===== config.mk =====
export PLATFORM = sky130hd
export DESIGN_NAME = load_store_unit
export DESIGN_NICKNAME = d
export VERILOG_FILES = /design/src/rtl/lsu_pkg.sv /design/src/rtl/lsu_align.sv /design/src/rtl/load_store_unit.sv
export SDC_FILE = /design/constraint.sdc
export NUM_CORES = 1
export LEC_CHECK = 0
export ABC_AREA = 1
export BUFFER_PORTS_ARGS = -buffer_cell sky130_fd_sc_hd__buf_2
export CORE_MARGIN = 2
export CORE_UTILIZATION = 35
export DETAILED_ROUTE_END_ITERATION = 10
export PLACE_DENSITY = 0.63
export SYNTH_ARGS = -nofsm -noshare
export SYNTH_HDL_FRONTEND = slang
export SYNTH_SLANG_ARGS = --single-unit

===== constraint.sdc =====
create_clock -name clk -period 13.1 [get_ports clk]
set_input_delay 0.655 -clock clk [delete_from_list [all_inputs] [get_ports clk]]
set_output_delay 0.655 -clock clk [all_outputs]
set_load 0.005 [all_outputs]

===== src/rtl/lsu_pkg.sv =====
// Shared types and helpers for the load/store unit: FSM states, access-size
// encodings taken from funct3, and byte/offset masks derived from a size.
package lsu_pkg;

   typedef enum logic [1:0] {ST_IDLE, ST_REQ, ST_WAIT, ST_RESP} lsu_state_e;

   localparam logic [1:0] SZ_B = 2'b00;
   localparam logic [1:0] SZ_H = 2'b01;
   localparam logic [1:0] SZ_W = 2'b10;
   localparam logic [1:0] SZ_D = 2'b11;
   localparam int         F3_UNSIGNED = 2;

   function automatic logic [7:0] size_mask(input logic [1:0] sz);
      case (sz)
         SZ_B:    return 8'h01;
         SZ_H:    return 8'h03;
         SZ_W:    return 8'h0F;
         default: return 8'hFF;
      endcase
   endfunction

   // Offset bits that must be zero for a naturally aligned access.
   function automatic logic [2:0] low_mask(input logic [1:0] sz);
      case (sz)
         SZ_B:    return 3'b000;
         SZ_H:    return 3'b001;
         SZ_W:    return 3'b011;
         default: return 3'b111;
      endcase
   endfunction

endpackage


===== src/rtl/lsu_align.sv =====
// Combinational byte-lane steering: byte enables, store data placement and
// load data extraction with sign/zero extension.
module lsu_align
   import lsu_pkg::*;
#(
   parameter int XLEN = 64
) (
   input  logic [2:0]      off_i,
   input  logic [1:0]      size_i,
   input  logic            zext_i,
   input  logic [XLEN-1:0] wdata_i,
   input  logic [XLEN-1:0] rdata_i,
   output logic [7:0]      be_o,
   output logic [XLEN-1:0] wdata_o,
   output logic [XLEN-1:0] ld_o
);

   logic [XLEN-1:0] rsh;

   assign be_o    = size_mask(size_i) << off_i;
   assign wdata_o = wdata_i << {off_i, 3'b000};
   assign rsh     = rdata_i >> {off_i, 3'b000};

   always_comb begin
      ld_o = rsh;
      case (size_i)
         SZ_B:    ld_o = {{(XLEN-8){~zext_i & rsh[7]}}, rsh[7:0]};
         SZ_H:    ld_o = {{(XLEN-16){~zext_i & rsh[15]}}, rsh[15:0]};
         SZ_W:    ld_o = {{(XLEN-32){~zext_i & rsh[31]}}, rsh[31:0]};
         default: ld_o = rsh;
      endcase
   end

endmodule


===== src/rtl/load_store_unit.sv =====
// RV64I memory-access stage: one LOAD/STORE in flight, IDLE->REQ->WAIT->RESP.
// Define LSU_MISALIGN_TRAP_EN to trap misaligned accesses instead of aligning them down.
module load_store_unit
   import lsu_pkg::*;
#(
   parameter int XLEN        = 64,
   parameter int TIMEOUT_CYC = 255
) (
   input  logic            clk,
   input  logic            reset,
   input  logic            req_valid,
   output logic            req_ready,
   input  logic            req_is_store,
   input  logic [2:0]      req_funct3,
   input  logic [XLEN-1:0] req_addr,
   input  logic [XLEN-1:0] req_wdata,
   input  logic [4:0]      req_rd,
   output logic            resp_valid,
   input  logic            resp_ready,
   output logic            resp_we,
   output logic [4:0]      resp_rd,
   output logic [XLEN-1:0] resp_data,
   output logic            resp_err,
   output logic            resp_misalign,
   output logic            mem_req,
   input  logic            mem_gnt,
   output logic [XLEN-1:0] mem_addr,
   output logic            mem_we,
   output logic [7:0]      mem_be,
   output logic [XLEN-1:0] mem_wdata,
   input  logic            mem_rvalid,
   input  logic [XLEN-1:0] mem_rdata,
   input  logic            mem_err
);

   localparam int CW = $clog2(TIMEOUT_CYC) + 1;

   lsu_state_e      state_q;
   logic            is_store_q, err_q, mis_q;
   logic [2:0]      f3_q;
   logic [XLEN-1:0] addr_q, wdata_q, data_q;
   logic [4:0]      rd_q;
   logic [CW-1:0]   cnt_q;

   logic            illegal, misal;
   logic [2:0]      off;
   logic [7:0]      be;
   logic [XLEN-1:0] wsh, ld;

   assign illegal = req_is_store ? req_funct3[F3_UNSIGNED] : (req_funct3 == 3'b111);
`ifdef LSU_MISALIGN_TRAP_EN
   assign misal = |(req_addr[2:0] & low_mask(req_funct3[1:0]));
`else
   assign misal = 1'b0;
`endif
   // Misaligned accesses only reach the bus when trapping is off; align them down.
   assign off = addr_q[2:0] & ~low_mask(f3_q[1:0]);

   lsu_align #(.XLEN(XLEN)) u_align (
      .off_i   (off),
      .size_i  (f3_q[1:0]),
      .zext_i  (f3_q[F3_UNSIGNED]),
      .wdata_i (wdata_q),
      .rdata_i (mem_rdata),
      .be_o    (be),
      .wdata_o (wsh),
      .ld_o    (ld)
   );

   always_ff @(posedge clk or posedge reset) begin
      if (reset) begin
         state_q    <= ST_IDLE;
         is_store_q <= 1'b0;
         f3_q       <= '0;
         addr_q     <= '0;
         wdata_q    <= '0;
         rd_q       <= '0;
         cnt_q      <= '0;
         data_q     <= '0;
         err_q      <= 1'b0;
         mis_q      <= 1'b0;
      end else begin
         case (state_q)
            ST_IDLE: if (req_valid) begin
               is_store_q <= req_is_store;
               f3_q       <= req_funct3;
               addr_q     <= req_addr;
               wdata_q    <= req_wdata;
               rd_q       <= req_rd;
               data_q     <= '0;
               err_q      <= illegal | misal;
               mis_q      <= misal;
               state_q    <= (illegal | misal) ? ST_RESP : ST_REQ;
            end
            ST_REQ: if (mem_gnt) begin
               cnt_q   <= '0;
               state_q <= ST_WAIT;
            end
            ST_WAIT: begin
               cnt_q <= cnt_q + CW'(1);
               // A response arriving on the timeout cycle still counts.
               if (mem_rvalid) begin
                  err_q   <= mem_err;
                  data_q  <= (is_store_q | mem_err) ? '0 : ld;
                  state_q <= ST_RESP;
               end else if (cnt_q == CW'(TIMEOUT_CYC - 1)) begin
                  err_q   <= 1'b1;
                  state_q <= ST_RESP;
               end
            end
            ST_RESP: if (resp_ready) state_q <= ST_IDLE;
            default: state_q <= ST_IDLE;
         endcase
      end
   end

   assign req_ready     = (state_q == ST_IDLE);
   assign mem_req       = (state_q == ST_REQ);
   assign mem_addr      = {addr_q[XLEN-1:3], 3'b000};
   assign mem_we        = mem_req & is_store_q;
   assign mem_be        = mem_req ? be : 8'h00;
   assign mem_wdata     = mem_req ? wsh : '0;
   assign resp_valid    = (state_q == ST_RESP);
   assign resp_rd       = rd_q;
   assign resp_data     = data_q;
   assign resp_err      = resp_valid & err_q;
   assign resp_misalign = resp_valid & mis_q;
   assign resp_we       = resp_valid & ~is_store_q & ~err_q & ~mis_q & (rd_q != 5'd0);

endmodule


==> flow_summary.toml <==
[run_status]
status = "completed"

[floorplan]
die_w_um = 194
start_util = 0.356
die_area_um2 = 37700
core_area_um2 = 35600
num_rows = 69
die_h_um = 194
ios = 420

[placement]
dp_hpwl_mm = 35.8
routabilityCongestion = 0.908
postPlaceCellArea_um2 = 14500
io_buffers = 415
dp.cells = 2407
pre_cts_slack_ps = 9020

[timing]
period_share = 0.360
skew_ps = 21.6
final-max-slew-violation-count = 0
tns_ps = 0
rsz0062_at_grt = "false"
worstMarginPinSlew_ps = 1130
postLayoutSetupSlackWorst_ps = 8380
hold_viol = 0
max_freq_ghz = 0.212
period_minus_slack_ps = 4720
slew_headroom = 0.247
setup_violations = 0

[yosys]
yosys.area.top_type = "dfrtp_1"
synth_warnings = 0
synth_area_leaders = "dfrtp_1 (42%), nand2_1 (14%), mux2_2 (7.5%)"
synth_seq_cells = 213
syn_inst = 1686
synth_top_area_share = 0.421
async_flop_share = 1.00
syn_area_um2 = 12700
synth_edf_count = 0
syn_area_per_cell_um2 = 7.51
synth_ff_type = "dfrtp_1"
synth_cell_types = 44
synth.yosys.seq_area_share = 0.421

[critical_path]
r2r_slack_ps = 9260
worst-path-buf-inv = 3
worst_ep_arrival_time_ps = 4060
crit_chain = "nor2_4 > nand2_8 > buf_4 > nand2_1 > o21ai_0 > inv_1 > o22ai_1 > buf_2"
crit_family = "simple AND/OR/NAND/NOR gates"
max_stage_delay_ps = 760
cp.required_ps = 12440
worstPathMaxFanout = 116
slowest_stage = "dfrtp_1"
critPathCaptureType = "output pin"
start_kind = "flip-flop"
crit_type = "reg -> out"

[detailed_routing]
dr.pass1.iters = 5
avgRoutedWirePerCell_um = 19.5
via_per_inst = 5.14
ant_nets = 0
drc = 0
drt-initial-drc-count = 1106
wl_mm = 47.8
num_vias = 12615

[clock_tree]
cts_setup_buffers = 0
cts.sinks = 213
clock_latency_ps = 560
cts_resized = 0
cts_tree = "done"
cts_buffers = 26
path_clk_slew_ps = 60
cts_buffer_depth = 3
root_buffer = "clkbuf_16"
ctsHtreeMaxLevel = 1
ctsHoldBuffers = 0

[power]
peakVddDrop_mv = 0.147
fin_total_pwr_uw = 3990
leakage_uw = 0.00864
power_density_nw_per_um2 = 260

[global_routing]
grt_pass1_wl_mm = 73.1
grt_max_degree = 117
grt_remaining_overflow = 0
grt_use_total = 0.247
first_global_vias = 12814
antenna_found_initial = 4

[finish]
final_area_um2 = 15300
instances_no_fill = 2456
finalNetCount = 2188
drive_above_1_share = 0.289
areaGrowthSynthToFinish_pct = 21.2
fill_cells = 3723

[run]
maxCapViolations = 0

[hold_path]
hp-class = "in -> async"
-- power by group --
| group | internal (uW) | switching (uW) | total (uW) |
|---|---|---|---|
| combinational | 762 | 1380 | 2140 |
| clock | 433 | 300 | 734 |
| sequential | 934 | 180 | 1110 |
-- cell usage in the layout (no fill, tap or decap), drive strengths merged --
master	instances
nor2	136
ha	6
and2	1
nor3	5
o22ai	17
clkbuf	33
dfrtp	213
a211oi	4
nand4	5
clkinvlp	1
bufinv	2
inv	166
a21oi	80
o311ai	1
nand2	467
clkinv	10
nand3	79
o21ai	190
o21a	7
xnor2	1
o21bai	5
buf	427
nand3b	2
a31oi	1
a32o	1
mux2	84
and3	1
o211ai	28
diode	3
o2111ai	1
or2	11
nor3b	1
mux2i	1
conb	4
or4	1
-- metrics by stage --
| step | utilization | hold slack, ps |
|---|---|---|
| final | 0.432 | 190 |
| after global routing | 0.431 | 225 |
| after CTS | 0.431 | 221 |
| after detailed placement | 0.407 | 460 |
| after global placement | 0.407 | 459 |
| after floorplan | - | 455 |
-- Yosys cell counts (all sizes together) (17+ instances only) --
cell type,n
a21oi,80
buf,112
clkbuf,58
dfrtp,213
inv,164
mux2,84
nand2,467
nand3,79
nor2,136
o211ai,28
o21ai,190
o22ai,17
-- worst register-to-register path, cell delays in order, from the launching register on --
cell	delay, ps
dfrtp_1	620
nor2_4	450
nand2_8	460
nand2_1	230
nand3_1	120
nand3_1	190
nand4_2	640
nand4_2	800
nand2_1	160
nand2_1	100
-- metal layers --
layer  global-route usage  share of wire  vias to the layer above
li1                     -              -                     5937
met1                0.302           0.40                     5900
met2                0.413           0.47                      648
met3               0.0534          0.081                      128
met4                0.120          0.053                        2
met5                    0        0.00021                        -
-- path summary, 6_finish.rpt --
check                               from             to  depth (start not counted)
hold / removal                     reset     addr_q[13]                          2
hold reg to reg            resp_data[33]  resp_data[33]                          2
min in group clk            req_addr[50]     addr_q[50]                          2
setup / recovery                 f3_q[1]  mem_wdata[54]                          8
max in group asynchronous          reset    wdata_q[38]                          3
setup reg to reg                 f3_q[1]  resp_data[57]                          9
-- sequential cells by signal (all words and copies together) (netlist names) --
signal and count:
err_q 1, state_q 2, is_store_q 1, wdata_q 64, resp_rd 5, resp_data 64, f3_q 3, cnt_q 9
addr_q 64
-- cell families (layout without fill, tap and decap cells) --
group	count (synthesis)	in the layout	share of synthesized area
AO/OA/AOI/OAI	335	335	0.144
other	1	7	0.000296
XOR/XNOR	1	1	0.000692
buffers and inverters	336	639	0.126
AND/OR/NAND/NOR	709	709	0.227
adder cells (fa/ha/maj)	6	6	0.00593
multiplexers	85	85	0.0755
flip-flops	213	213	0.421
-- layout make-up --
cell class	count	area, um^2	area share
sequential	213	5330	0.347
tap	461	577	0.0376
clock buffer	33	727	0.0474
timing repair buffer	427	2170	0.141
antenna	3	7.51	0.000489
multi-input combinational	1140	5770	0.376
inverter	166	632	0.0412
clock inverter	13	143	0.00929
Power figures use the tool's default switching activity.
